`src/rtl/fetch_unit.sv`:
```
// Instruction fetch stage: owns the fetch PC, requests words from instruction
// memory, buffers {pc, instr} pairs in a small FIFO and hands them to decode.
module fetch_unit #(
  parameter int unsigned DEPTH     = 2,
  parameter logic [15:0] HALT_WORD = 16'hFFFF,
  parameter logic [15:0] RESET_PC  = 16'h0000
) (
  input  logic        clock,
  input  logic        reset_n,
  output logic        imem_req,
  output logic [15:0] imem_addr,
  input  logic        imem_ack,
  input  logic [15:0] imem_rdata,
  input  logic        redirect,
  input  logic [15:0] redirect_pc,
  output logic        out_valid,
  output logic [15:0] out_instr,
  output logic [15:0] out_pc,
  input  logic        out_ready,
  output logic        halted
);

  localparam int unsigned W     = 16;
  localparam int unsigned PTR_W = (DEPTH > 1) ? $clog2(DEPTH) : 1;
  localparam int unsigned CNT_W = $clog2(DEPTH + 1);

  typedef enum logic [1:0] {IDLE, REQ, DISCARD, HALT} state_t;

  state_t           state, state_next;
  logic [W-1:0]     fetch_pc, fetch_pc_next;
  logic [PTR_W-1:0] rd_ptr, wr_ptr, rd_ptr_next, wr_ptr_next;
  logic [CNT_W-1:0] count, count_next, count_popped;
  logic             push, pop;
  logic             out_valid_next;
  logic [W-1:0]     out_instr_next, out_pc_next, imem_addr_next;

  logic [W-1:0]     fifo_instr [DEPTH];
  logic [W-1:0]     fifo_pc    [DEPTH];

  function automatic logic [PTR_W-1:0] ptr_inc(input logic [PTR_W-1:0] p);
    return (p == PTR_W'(DEPTH - 1)) ? '0 : p + PTR_W'(1);
  endfunction

  // State register
  always_ff @(posedge clock or negedge reset_n) begin
    if (!reset_n) state <= IDLE;
    else          state <= state_next;
  end

  // Next-state logic; a redirect overrides whatever the current state decided
  always_comb begin
    state_next    = state;
    fetch_pc_next = fetch_pc;
    push          = 1'b0;
    pop           = out_valid & out_ready;
    count_popped  = count - CNT_W'(pop);
    case (state)
      IDLE: begin
        if (count < CNT_W'(DEPTH)) state_next = REQ;
      end
      REQ: begin
        if (imem_ack) begin
          push          = 1'b1;
          fetch_pc_next = fetch_pc + W'(2);
          if (imem_rdata == HALT_WORD)                          state_next = HALT;
          else if (count_popped + CNT_W'(1) < CNT_W'(DEPTH))    state_next = REQ;
          else                                                  state_next = IDLE;
        end
      end
      DISCARD: begin
        if (imem_ack) state_next = REQ;
      end
      HALT: begin
        state_next = HALT;
      end
      default: state_next = IDLE;
    endcase
    if (redirect) begin
      push          = 1'b0;
      fetch_pc_next = redirect_pc & 16'hFFFE;
      // An outstanding request with no ack yet must be completed before refetching
      if ((state == REQ || state == DISCARD) && !imem_ack) state_next = DISCARD;
      else                                                 state_next = REQ;
    end
  end

  // FIFO bookkeeping and the registered head view
  always_comb begin
    rd_ptr_next    = pop  ? ptr_inc(rd_ptr) : rd_ptr;
    wr_ptr_next    = push ? ptr_inc(wr_ptr) : wr_ptr;
    count_next     = count_popped + CNT_W'(push);
    out_valid_next = 1'b0;
    out_instr_next = out_instr;
    out_pc_next    = out_pc;
    if (redirect) begin
      rd_ptr_next = '0;
      wr_ptr_next = '0;
      count_next  = '0;
    end else if (count_popped != '0) begin
      out_valid_next = 1'b1;
      out_instr_next = fifo_instr[rd_ptr_next];
      out_pc_next    = fifo_pc[rd_ptr_next];
    end else if (push) begin
      out_valid_next = 1'b1;
      out_instr_next = imem_rdata;
      out_pc_next    = fetch_pc;
    end
    imem_addr_next = (state_next == DISCARD) ? imem_addr : fetch_pc_next;
  end

  always_ff @(posedge clock or negedge reset_n) begin
    if (!reset_n) begin
      fetch_pc  <= RESET_PC;
      rd_ptr    <= '0;
      wr_ptr    <= '0;
      count     <= '0;
      imem_req  <= 1'b0;
      imem_addr <= RESET_PC;
      out_valid <= 1'b0;
      out_instr <= '0;
      out_pc    <= '0;
      halted    <= 1'b0;
    end else begin
      fetch_pc  <= fetch_pc_next;
      rd_ptr    <= rd_ptr_next;
      wr_ptr    <= wr_ptr_next;
      count     <= count_next;
      imem_req  <= (state_next == REQ) || (state_next == DISCARD);
      imem_addr <= imem_addr_next;
      out_valid <= out_valid_next;
      out_instr <= out_instr_next;
      out_pc    <= out_pc_next;
      halted    <= (state_next == HALT);
    end
  end

  // Entry storage needs no reset; occupancy is tracked by count
  always_ff @(posedge clock) begin
    if (push) begin
      fifo_instr[wr_ptr] <= imem_rdata;
      fifo_pc[wr_ptr]    <= fetch_pc;
    end
  end

endmodule

```
`config.mk`:
```
export PLATFORM = sky130hd
export DESIGN_NAME = fetch_unit
export DESIGN_NICKNAME = d
export VERILOG_FILES = /design/src/rtl/fetch_unit.sv
export SDC_FILE = /design/constraint.sdc
export NUM_CORES = 1
export LEC_CHECK = 0
export BUFFER_PORTS_ARGS = -buffer_cell sky130_fd_sc_hd__clkbuf_2
export CORE_MARGIN = 5
export CORE_UTILIZATION = 55
export DETAILED_ROUTE_END_ITERATION = 6
export GPL_TIMING_DRIVEN = 0
export HOLD_SLACK_MARGIN = 0.08
export PLACE_DENSITY = 0.73
export SETUP_SLACK_MARGIN = 0.02
export SLEW_MARGIN = 20
export SYNTH_ARGS = -nofsm -noshare
export SYNTH_HDL_FRONTEND = slang
export SYNTH_SLANG_ARGS = --single-unit
```
`constraint.sdc`:
```
create_clock -name clock -period 6.96 [get_ports clock]
set_input_delay 0.696 -clock clock [delete_from_list [all_inputs] [get_ports clock]]
set_output_delay 0.696 -clock clock [all_outputs]
set_load 0.01 [all_outputs]
```
* After elaboration in Yosys (flattened, before gate mapping)
Memory sizes are Yosys's and may differ from the RTL's. Cells that the tools add are included.
Storage, ports and cells: RAM bits 64, output and inout port bits 51, input port bits 37, flip-flop bits (word level) 73, memories kept 2
Operators by class: mux-type cells 29, add/sub/neg operators 6, reductions and logical operators 9, order comparisons 2, bitwise operators 2, eq/ne operators 7
Memory list:
- fifo_instr | words 2, bits a word 16, read ports 1, clocked after Yosys merged registers in 0, wr ports 1, RTL line 37 | logic [W-1:0] fifo_instr [DEPTH];
- fifo_pc | words 2, bits a word 16, read ports 1, clocked after Yosys merged registers in 0, wr ports 1, RTL line 38 | logic [W-1:0] fifo_pc [DEPTH];
Operators with widths (count):
- $mux 16 | 7
- $add 16x2->16 const B | 1
- $eq 16x16->1 const B | 1
- $mux 1 | 14
- $mux 2 | 7
- $eq 2x2->1 const B | 4
- $pmux 2 s4 | 1
- $reduce_bool 2->1 | 3
- $eq 2x1->1 const B | 2
- $lt 2x2->1 const B | 2
- $add 1x1->1 const B | 2
- $add 2x1->2 | 1
- $add 2x1->2 const B | 1
- $logic_not 2->1 | 1
- $logic_or 1x1->1 | 2
- $reduce_and 2->1 | 1
- $sub 2x1->2 | 1
- $and 1x1->1 | 1
- $logic_and 1x1->1 | 1
- $logic_not 1->1 | 1
- $not 1->1 | 1

* Depth between registers and ports, before layout
Gate-level depths: netlist of the first run.
word-level depth 11, mapped depth 13

* Worst setup path after synthesis of the first run
OpenSTA, ideal clock, no wires.
path kind input to register, start point in redirect, end point mem fifo_instr[0][0] (enable), slack 2.996 ns, library setup time 0.461 ns, arrival 3.503 ns, stages 4, data required time 6.499 ns, cells stage by stage buf_4 -> clkbuf_1 -> clkbuf_1 -> nor3_1
Between the ends: word-level cells in the longest chain between the ends 3
Ends and longest elaborated chain:
- start, declared | RTL line 14 | input logic redirect,
- $mux 1 | RTL line 78 | if (redirect) begin
- $mux 1 | RTL line 139 | if (push) begin
- $mux 1 (not written as such) | RTL line 140 | fifo_instr[wr_ptr] <= imem_rdata;
- end, declared | RTL line 37
Every way passes these cells.

* Final worst setup path of the first run
start point reg out_valid, end point reg imem_addr[10]
Between the ends: word-level cells in the longest chain between the ends 10
Ends and longest elaborated chain:
- start, declared | RTL line 16 | output logic out_valid,
- start signal, assigned | RTL line 130 | out_valid <= out_valid_next;
- $and 1x1->1 | RTL line 55 | pop = out_valid & out_ready;
- $sub 2x1->2 | RTL line 56 | count_popped = count - CNT_W'(pop);
- $add 2x1->2 | RTL line 66 | else if (count_popped + CNT_W'(1) < CNT_W'(DEPTH)) state_next = REQ;
- $lt 2x2->1 | RTL line 66
- $mux 1 | RTL line 66
- $mux 2 | RTL line 65 | if (imem_rdata == HALT_WORD) state_next = HALT;
- $mux 2 | RTL line 62 | if (imem_ack) begin
- $pmux 2 s4 | RTL line 57 | case (state)
- $mux 2 | RTL line 78
- $eq 2x2->1 | RTL line 108 | imem_addr_next = (state_next == DISCARD) ? imem_addr : fetch_pc_next;
- end signal, assigned | RTL line 129 | imem_addr <= imem_addr_next;
- end, declared | RTL line 11 | output logic [15:0] imem_addr,
Every way passes these cells. A chain may end at the register's enable or synchronous reset.

==> results of run 1 <==
==> power breakdown <==
part	internal [uW]	total [uW]	leakage, uW	switching [uW]
Combinational	386	1030	0.00129	648
Sequential	1060	1190	0.00146	129
Clock	724	1050	0.000336	331
==> Yosys cell counts, types with 5 or more instances <==
cell / n
nor2_1: 76
dfrtp_1: 73
edfxtp_1: 64
inv_1: 45
a21oi_1: 36
o32ai_1: 32
nand2_1: 28
clkbuf_1: 25
o21ai_0: 13
nor3_1: 12
ha_1: 10
nor4_1: 10
nand4_1: 9
mux2_2: 8
nand2b_1: 7
nand3_1: 6
xor2_1: 6
nor3b_1: 5
o31a_1: 5
==> area by class of cell <==
cell class | instances | area [um2]
sequential | 137 | 3750
fill | 729 | 3130
multi-input combinational | 305 | 1880
timing repair buffer | 90 | 508
clock buffer | 18 | 418
clock inverter | 14 | 275
tap | 136 | 170
inverter | 45 | 169
buffer | 29 | 118
==> final timing paths <==
check                                     start             to  slack (ns)  cells after the start
max in group asynchronous               reset_n   fetch_pc[12]        6.16                      2
worst max register to register        out_valid  imem_addr[10]        3.69                     13
min in group clock              redirect_pc[15]   fetch_pc[15]        0.40                      3
worst max-delay path                  out_valid  imem_addr[10]        3.69                     13
worst min register to register     imem_addr[2]   imem_addr[2]        0.50                      1
worst min-delay path                    reset_n   out_instr[6]        0.19                      1
==> state kept, by name, summed over array words and instances, names as in the netlist <==
signal / cells
fifo_instr: 32
fifo_pc: 32
fetch_pc: 16
imem_addr: 16
out_instr: 16
out_pc: 16
count: 2
state: 2
halted: 1
imem_req: 1
out_valid: 1
rd_ptr: 1
wr_ptr: 1
==> placed cells by master (no fill, tap or decap), types with 9 or more instances in the layout <==
cell type and n:
o32ai_1 32, edfxtp_1 64, ha_1 10, nand2_1 28, clkbuf_1 26, nor2_1 76, clkbuf_16 16, o21ai_0 13
clkbuf_2 83, dfrtp_1 73, nand4_1 9, inv_1 45, nor4_1 10, a21oi_1 36, nor3_1 11
==> worst register-to-register path, stage by stage, from the launching register on <==
cell and delay (ns):
dfrtp_1 0.40, and2_1 0.17, ha_1 0.19, xnor2_1 0.16, ha_1 0.31, nand3_1 0.07, nor2_1 0.20, o31a_1 0.17
ha_1 0.19, clkbuf_1 0.35, clkbuf_1 0.50, nor3_1 0.12, mux2i_1 0.19, o211ai_1 0.12
==> stage by stage <==
stage / power, uW / utilization, % / setup slack (ns) / hold slack [ns] / cell area [um2]
2_1_floorplan: 1820 / - / 3.00 / 0.400 / 5910
3_3_place_gp: 2160 / 62.4 / 1.41 / 0.474 / 6500
3_5_place_dp: 2220 / 63.3 / 3.36 / 0.490 / 6590
4_1_cts: 3290 / 69.9 / 3.73 / 0.189 / 7280
5_1_grt: 3470 / 69.9 / 3.45 / 0.211 / 7280
6_report: 3280 / 69.9 / 3.69 / 0.186 / 7280
==> logic make-up (layout without fill, tap and decap cells) <==
logic type | Yosys count | in the layout | synth area share [%]
compound gates | 105 | 105 | 12.3
mux | 11 | 11 | 2.03
fa+ha+maj | 10 | 10 | 2.12
buf+inv | 74 | 196 | 4.85
flops | 137 | 137 | 63.5
xor+xnor | 10 | 10 | 1.48
simple gates | 169 | 169 | 13.7
==> layer usage <==
metal | vias up | part of all wire [%] | track usage [%]
met2 | 207 | 50 | 40.2
met4 | 0 | 1.9 | 9.70
met3 | 23 | 7.0 | 4.46
li1 | 2073 | - | -
met1 | 2262 | 41 | 31.5
met5 | - | 0 | 0
==> qor.csv, run 1 <==
metric;value;unit
status;finished, final reports clean;
yosysWarningCount;0;
die-area;12900;um2
port_buffers;84;
hold_viol;0;
layout-drive-gt1-share;21.5;%
cts_tree;yes;
wl_per_cell;19.0;um
cts_setup_buffers;0;
finalSetupViolCount;0;
synth_edf_count;64;
cp_max_fo;10;
ys.flop_type;dfrtp_1;
via_per_inst;5.90;
finalCriticalPeriod;3.27;ns
critPathMaxStageDelay;0.49;ns
tns;0;ns
peakVddDrop;0.195;mV
dieWidth;114;um
gp_congestion;0.851;
coreArea;10400;um2
grt-ovfl-total;0;
clk_latency;0.52;ns
wl;14700;um
synth.net_count;563;
crit_chain;and2_1, ha_1, xnor2_1, ha_1, nand3_1, nor2_1, o31a_1, ha_1, clkbuf_1, clkbuf_1, nor3_1, mux2i_1, o211ai_1;
n_antenna_cell;0;
fin_skew;0.00778;ns
slew_headroom;50.7;%
timing.fmax;306;MHz
leakagePower;0.00309;uW
cap_violations;0;
drtPass1Iterations;4;
clockBufferDepth;2;
ys_seq_area_share;63.5;%
min_path_type;in2async;
htreeDepth;4;
slowest_stage;clkbuf_1;
initial_utilization;56.7;%
postCtsHoldBufs;0;
maxSlewViolCount;0;
die_h;114;um
tightest_slew;0.733;ns
rsz0062_at_grt;false;
antenna_found_initial;0;
powerDensity;450;nW/um2
crit_buf_inv;2;
ioPinCount;88;
num_rows;37;
clockRootBuffer;clkbuf_8;
layout.nets;672;
grt_max_degree;42;
crit_family;buffers and inverters;
drtIter0Drc;401;
synth.area.top_cells;edfxtp_1, dfrtp_1, nor2_1;
final_cells;774;
cts_buffers;17;
arrival;3.65;ns
synthArstFlopShare;53.3;%
ctsResizeCount;0;
dp.cells;742;
grt_pass1_wl;24300;um
synth_top_area_share;32.5;%
synth_largest_area_cell;edfxtp_1;
synthDistinctLibCells;43;
drc;0;
path_class;reg2reg;
drtAntennaViolNets;0;
grt_pass1_vias;4682;
synth_seq_cells;137;
critPathMostFrequentCell;ha_1;
synth_cells;516;
area_growth;23.3;%
required;7.34;ns
place_hpwl;9940;um
fin_crit_sh;46.9;%
critPathLaunchType;flop;
grt.total_usage;24.2;%
crit_path_end_kind;flop;
syn_area_per_cell;11.4;um2
cts_sinks;137;
num_vias;4565;
path_clk_slew;0.06;ns
synth_area;5910;um2
(Power assumes the default switching activity.)
==> run 2: changes to the inputs <==
--- a/config.mk
+++ b/config.mk
@@ -5,13 +5,14 @@
 export SDC_FILE = /design/constraint.sdc
 export NUM_CORES = 1
 export LEC_CHECK = 0
+export ABC_AREA = 1
 export BUFFER_PORTS_ARGS = -buffer_cell sky130_fd_sc_hd__clkbuf_2
 export CORE_MARGIN = 5
-export CORE_UTILIZATION = 55
+export CORE_UTILIZATION = 52
 export DETAILED_ROUTE_END_ITERATION = 6
 export GPL_TIMING_DRIVEN = 0
 export HOLD_SLACK_MARGIN = 0.08
-export PLACE_DENSITY = 0.73
+export PLACE_DENSITY = 0.72
 export SETUP_SLACK_MARGIN = 0.02
 export SLEW_MARGIN = 20
 export SYNTH_ARGS = -nofsm -noshare
==> constraint.sdc (replaced) <==
create_clock -name clock -period 2.7 [get_ports clock]
set_input_delay 0.27 -clock clock [delete_from_list [all_inputs] [get_ports clock]]
set_output_delay 0.27 -clock clock [all_outputs]
set_load 0.01 [all_outputs]
==> qor.csv, run 2 <==
metric;value;unit;change
r2r_end;imem_addr[14];;was imem_addr[10]
num_rows;39;;was 37
synth_cells;583;;was 516
syn_area_per_cell;10.5;um2;was 11.4 um2
die_h;118;um;was 114 um
grt_pass1_wl;23100;um;was 24300 um
num_vias;4480;;was 4565
clockPowerShare;26.9;%;was 32.2%
tightest_slew;0.573;ns;was 0.733 ns
htreeDepth;4;;unchanged
synthMostInstantiatedCell;nand2_1;;was nor2_1
clockBufferDepth;2;;unchanged
crit_buf_inv;4;;was 2
grt_max_degree;47;;was 42
slew_headroom;61.7;%;was 50.7%
drtAntennaViolNets;0;;unchanged
area_growth;21.7;%;was 23.3%
synth_compound_area_share;9.46;%;was 12.3%
r2r_cells;16;;was 13
intPower;5160;uW;was 2170 uW
cts_setup_buffers;0;;unchanged
cts_sinks;137;;unchanged
synth.net_count;630;;was 563
crit_path_end_kind;flop;;unchanged
synthXorXnorAreaFrac;1.00;%;was 1.48%
yosysWarningCount;0;;unchanged
layout_commonest_cell;nand2_1;;was clkbuf_2
synth_top_family_by_area;simple AND/OR/NAND/NOR gates;;unchanged
drtPass1Iterations;5;;was 4
leakagePower;0.00330;uW;was 0.00309 uW
finalSetupViolCount;0;;unchanged
synth_area;6110;um2;was 5910 um2
critPathMostFrequentCell;nand2_1;;was ha_1
die-area;14000;um2;was 12900 um2
synth_edf_count;64;;unchanged
critPathMaxStageDelay;0.37;ns;was 0.49 ns
grt_pass1_vias;4661;;was 4682
arrival;2.78;ns;was 3.65 ns
powerDensity;1090;nW/um2;was 450 nW/um2
wl_per_cell;16.0;um;was 19.0 um
path_clk_slew;0.06;ns;about the same
port_buffers;85;;was 84
maxSlewViolCount;0;;unchanged
synthDistinctLibCells;35;;was 43
top_regs;fifo_instr (32), fifo_pc (32);;unchanged
dieWidth;118;um;was 114 um
rsz0062_at_grt;false;;unchanged
synth_top_area_share;31.4;%;was 32.5%
most-common-layout-cells;nand2_1, clkbuf_2, nand3_1;;was clkbuf_2, nor2_1, dfrtp_1
cts_tree;yes;;unchanged
finalCriticalPeriod;2.45;ns;was 3.27 ns
drc;0;;unchanged
ioPinCount;88;;unchanged
slowest_stage;dfrtp_1;;was clkbuf_1
synth_commonest_cells;nand2_1, nand3_1, dfrtp_1;;was nor2_1, dfrtp_1, edfxtp_1
power_frac_seq;37.1;%;was 36.3%
switching_share;36.3;%;was 33.8%
preCtsSetupSlack;0.0909;ns;was 3.36 ns
layout.nets;743;;was 672
r2r_start;out_valid;;unchanged
whs_endpoint;fetch_pc[5];;
power_frac_comb;36.0;%;was 31.5%
gp_congestion;0.785;;was 0.851
fin_ws;0.252;ns;was 3.69 ns
clk_latency;0.41;ns;was 0.52 ns
tns;0;ns;unchanged
hold_viol;0;;unchanged
fin_skew;0.00788;ns;was 0.00778 ns
critPathLaunchType;flop;;unchanged
n_fill_cell;903;;was 729
initial_utilization;53.3;%;was 56.7%
path_class;reg2reg;;unchanged
synthMuxAreaShare;0;%;was 2.03%
wl;13600;um;was 14700 um
n_antenna_cell;0;;unchanged
cp_max_fo;10;;unchanged
hold_start;redirect_pc[5];;
reg2reg_slack;0.25;ns;was 3.69 ns
multi_input_area;1970;um2;was 1880 um2
synth.area.top_cells;edfxtp_1, dfrtp_1, nand3_1;;was edfxtp_1, dfrtp_1, nor2_1
grt-ovfl-total;0;;unchanged
antenna_found_initial;0;;unchanged
place_hpwl;9510;um;was 9940 um
ys.flop_type;dfrtp_1;;unchanged
synthSimpleGateAreaFrac;19.4;%;was 13.7%
status;finished, final reports clean;;unchanged
fin_crit_sh;90.7;%;was 46.9%
cap_violations;0;;unchanged
layout-drive-gt1-share;26.2;%;was 21.5%
drtIter0Drc;312;;was 401
p_switching;2940;uW;was 1110 uW
synth_largest_area_cell;edfxtp_1;;unchanged
peakVddDrop;0.573;mV;was 0.195 mV
dp.cells;814;;was 742
via_per_inst;5.26;;was 5.90
worstHoldPathCells;3;;
crit_chain;nand2_1, inv_2, ha_1, xnor2_2, ha_1, nand3_1, nand2_1, nand2_1, nand2_1, nand2_1, inv_1, ha_1, inv_1, clkbuf_2, nor2_1, a31oi_1;;was and2_1, ha_1, xnor2_1, ha_1, nand3_1, nor2_1, o31a_1, ha_1, clkbuf_1, clkbuf_1, nor3_1, mux2i_1, o211ai_1
timing.fmax;408;MHz;was 306 MHz
synth_fa_ha_area_share;2.05;%;was 2.12%
grt.total_usage;20.4;%;was 24.2%
coreArea;11500;um2;was 10400 um2
clockRootBuffer;clkbuf_16;;was clkbuf_8
min_path_type;in2reg;;was in2async
ff_latch_area;3750;um2;unchanged
synth_seq_cells;137;;unchanged
synthArstFlopShare;53.3;%;unchanged
crit_family;adder cells;;was buffers and inverters
ys_seq_area_share;61.3;%;was 63.5%
cts_buffers;17;;unchanged
final_cells;852;;was 774
required;3.03;ns;was 7.34 ns
run 2: cell type report:
cell class	count	share of cell area (%)
inverters	59	2.98
clock buffers	21	6.05
flip-flops and latches	137	50.4
plain buffers	30	2.62
multi-input cells	357	26.5
repair buffers	94	7.67
well taps	143	2.40
clock inverters	11	1.40
run 2: power by group through the flow:
stage,Combinational [uW],Sequential (uW),Clock [uW]
floorplan,1740,3180,0
CTS,2950,3010,2210
global route,3290,3070,2320
global placement,2810,3020,0
finish,2920,3000,2180
detailed placement,2910,3040,0
run 2: through the flow:
stage	util, %	cell area, um2	power, uW	hold WS (ns)
2_1_floorplan	-	6120	4920	-0.0256
3_3_place_gp	58.6	6720	5820	0.464
6_report	64.9	7440	8100	0.0931
4_1_cts	64.8	7430	8160	0.0810
5_1_grt	64.9	7440	8680	0.0898
3_5_place_dp	59.4	6820	5950	0.262
run 2: worst max path at each step:
stage,endpoint,start,cells after the start
floorplan,imem_addr[14],out_valid,16
global placement,fifo_instr[0][2],state[1],6
detailed placement,imem_addr[14],out_valid,16
CTS,imem_addr[14],out_valid,16
global route,imem_addr[14],out_valid,16
finish,imem_addr[14],out_valid,16
run 2: timing repair:
action,4_1_cts,5_1_grt
endpoints found under the setup margin,0,7
resized for setup,0,3
hold buffers,6,0
endpoints found under the hold margin,33,0
run 2: cells by family (layout without fill, tap and decap cells):
group,count (synthesis),count (layout)
and+or+nand+nor,249,249
AOI/OAI and AO/OA,91,91
adders and majority gates,10,10
xor gates and xnor gates,7,7
buffers and inverters,89,215
DFF,137,137
run 2: worst reg2reg max path, stage by stage (launching register included):
cell      delay (ns)
dfrtp_1         0.37
nand2_1         0.09
inv_2           0.06
ha_1            0.21
xnor2_2         0.21
ha_1            0.27
nand3_1         0.09
nand2_1         0.06
nand2_1         0.06
nand2_1         0.06
nand2_1         0.10
inv_1           0.06
ha_1            0.23
inv_1           0.09
clkbuf_2        0.21
nor2_1          0.06
a31oi_1         0.14
run 2: routing by layer:
metal  up-vias  global-route usage [%]  routed length (um)
li1       2221                       -                   -
met1      2088                    26.7                5960
met2       156                    33.8                6650
met3        15                    5.01                 859
met4         0                    6.17                 156
met5         -                       0                   0
==> run 3: changes to the inputs <==
--- a/config.mk
+++ b/config.mk
@@ -5,14 +5,13 @@
 export SDC_FILE = /design/constraint.sdc
 export NUM_CORES = 1
 export LEC_CHECK = 0
-export ABC_AREA = 1
 export BUFFER_PORTS_ARGS = -buffer_cell sky130_fd_sc_hd__clkbuf_2
 export CORE_MARGIN = 5
-export CORE_UTILIZATION = 52
+export CORE_UTILIZATION = 55
 export DETAILED_ROUTE_END_ITERATION = 6
 export GPL_TIMING_DRIVEN = 0
 export HOLD_SLACK_MARGIN = 0.08
-export PLACE_DENSITY = 0.72
+export PLACE_DENSITY = 0.73
 export SETUP_SLACK_MARGIN = 0.02
 export SLEW_MARGIN = 20
 export SYNTH_ARGS = -nofsm -noshare
==> constraint.sdc (replaced) <==
create_clock -name clock -period 2.62 [get_ports clock]
set_input_delay 0.262 -clock clock [delete_from_list [all_inputs] [get_ports clock]]
set_output_delay 0.262 -clock clock [all_outputs]
set_load 0.01 [all_outputs]
==> qor.csv, run 3 (synthesized netlist as in run 1, its figures left out) <==
metric;value;unit;change
leakagePower;0.00322;uW;was 0.00330 uW
area_growth;28.6;%;was 21.7%
timing.fmax;392;MHz;was 408 MHz
required;3.05;ns;was 3.03 ns
arrival;2.99;ns;was 2.78 ns
powerDensity;1090;nW/um2;about the same
maxSlewViolCount;0;;unchanged
finalSetupViolCount;0;;unchanged
wl;15400;um;was 13600 um
gp_congestion;0.845;;was 0.785
fin_util;72.9;%;was 64.9%
reg2reg_slack;0.07;ns;was 0.25 ns
htreeDepth;4;;unchanged
drtAntennaViolNets;0;;unchanged
initial_utilization;56.7;%;was 53.3%
layout_commonest_cell;clkbuf_2;;was nand2_1
fin_crit_sh;97.4;%;was 90.7%
slew_headroom;50.3;%;was 61.7%
wl_per_cell;19.1;um;was 16.0 um
grt-ovfl-total;0;;unchanged
crit_path_end_kind;flop;;unchanged
grt_pass1_vias;4964;;was 4661
path_class;reg2reg;;unchanged
clockBufferDepth;2;;unchanged
die_h;114;um;was 118 um
drtIter0Drc;391;;was 312
grt_pass1_wl;25000;um;was 23100 um
status;finished, final reports clean;;unchanged
cap_violations;0;;unchanged
hold_viol;0;;unchanged
coreArea;10400;um2;was 11500 um2
die-area;12900;um2;was 14000 um2
n_antenna_cell;0;;unchanged
cts_buffers;17;;unchanged
layout-drive-gt1-share;25.2;%;was 26.2%
peakVddDrop;0.515;mV;was 0.573 mV
path_clk_slew;0.06;ns;about the same
r2r_cells;13;;was 16
cts_tree;yes;;unchanged
most-common-layout-cells;clkbuf_2, nor2_1, dfrtp_1;;was nand2_1, clkbuf_2, nand3_1
clk_latency;0.52;ns;was 0.41 ns
cp_max_fo;10;;unchanged
ioPinCount;88;;unchanged
antenna_found_initial;0;;unchanged
place_hpwl;9580;um;was 9510 um
port_buffers;84;;was 85
cts_sinks;137;;unchanged
grt.total_usage;24.9;%;was 20.4%
top_regs;fifo_instr (32), fifo_pc (32);;unchanged
power;8300;uW;was 8100 uW
dieWidth;114;um;was 118 um
via_per_inst;5.87;;was 5.26
worstHoldPathCells;3;;unchanged
drtPass1Iterations;5;;unchanged
clockRootBuffer;clkbuf_8;;was clkbuf_16
fin_skew;0.0117;ns;was 0.00788 ns
layout.nets;705;;was 743
finalCriticalPeriod;2.55;ns;was 2.45 ns
critPathLaunchType;flop;;unchanged
num_vias;4736;;was 4480
min_path_type;in2reg;;unchanged
tightest_slew;0.739;ns;was 0.573 ns
grt_max_degree;42;;was 47
num_rows;37;;was 39
tns;0;ns;unchanged
drc;0;;unchanged
==> run 3: cell types whose count changed in the layout (fill, tap and decap cells not counted), moves of 30 or more <==
cell      before  now
nand3_1       80    5
nand2_1       95   28
nor2_1        22   73
o32ai_1        0   32
nand2_2       31    0
o211ai_1      34    3
o21ai_1       30    0
==> run 3: through the flow <==
stage / hold WS, ns / worst slack [ns] / area [um2] / std cells
2_1_floorplan: -0.0336 / 0.0442 / 5920 / 516
3_3_place_gp: 0.476 / -0.515 / 6510 / 736
3_5_place_dp: 0.292 / -0.616 / 6560 / 739
4_1_cts: 0.0828 / 0.0243 / 7460 / 803
5_1_grt: 0.117 / -0.0111 / 7600 / 807
6_report: 0.133 / 0.0680 / 7600 / 807
==> run 3: worst max-delay path, cell delays in order, from the launching register on <==
cell and delay, ns:
dfrtp_1 0.38, and2_1 0.17, ha_2 0.18, xnor2_2 0.15
ha_1 0.31, nand3_2 0.09, nor2_4 0.05, o31a_1 0.26
ha_2 0.21, buf_8 0.14, buf_12 0.14, nor3_2 0.15
mux2i_1 0.11, o211ai_1 0.12
==> run 3: layer usage <==
layer,vias to the layer above,GRT usage [%],share of wire [%]
li1,2153,-,-
met1,2348,32.1,41
met2,209,41.9,50
met3,26,5.25,6.6
met4,0,8.57,1.5
met5,-,0,0
==> run 3: path summary, 6_finish.rpt <==
kind / from / to
worst max-delay path: out_valid / imem_addr[10]
worst min-delay path: redirect_pc[6] / fetch_pc[6]
worst max register to register: out_valid / imem_addr[10]
worst min register to register: imem_addr[9] / imem_addr[9]
max in group asynchronous: reset_n / fetch_pc[2]
min in group asynchronous: reset_n / out_instr[11]
==> run 3: layout make-up <==
type / instances / area [um2]
buffer: 29 / 161
inverter: 45 / 169
fill: 730 / 2820
tap: 136 / 170
timing repair buffer: 122 / 823
sequential: 137 / 3750
clock inverter: 10 / 76.3
multi-input combinational: 306 / 1990
clock buffer: 22 / 453
==> run 3: what timing repair did <==
action	CTS	global route
pin swaps	2	6
setup buffers	1	4
hold buffers	30	0
setup endpoints to repair	66	77
resized for setup	16	34
hold endpoints to repair	79	0
cloned	1	0
==> run 3: report_power, final <==
part	internal [uW]	switching, uW	leakage (uW)	total, uW
logic	1170	1820	0.00149	2990
clock network	1290	854	0.000266	2150
registers	2820	339	0.00146	3160
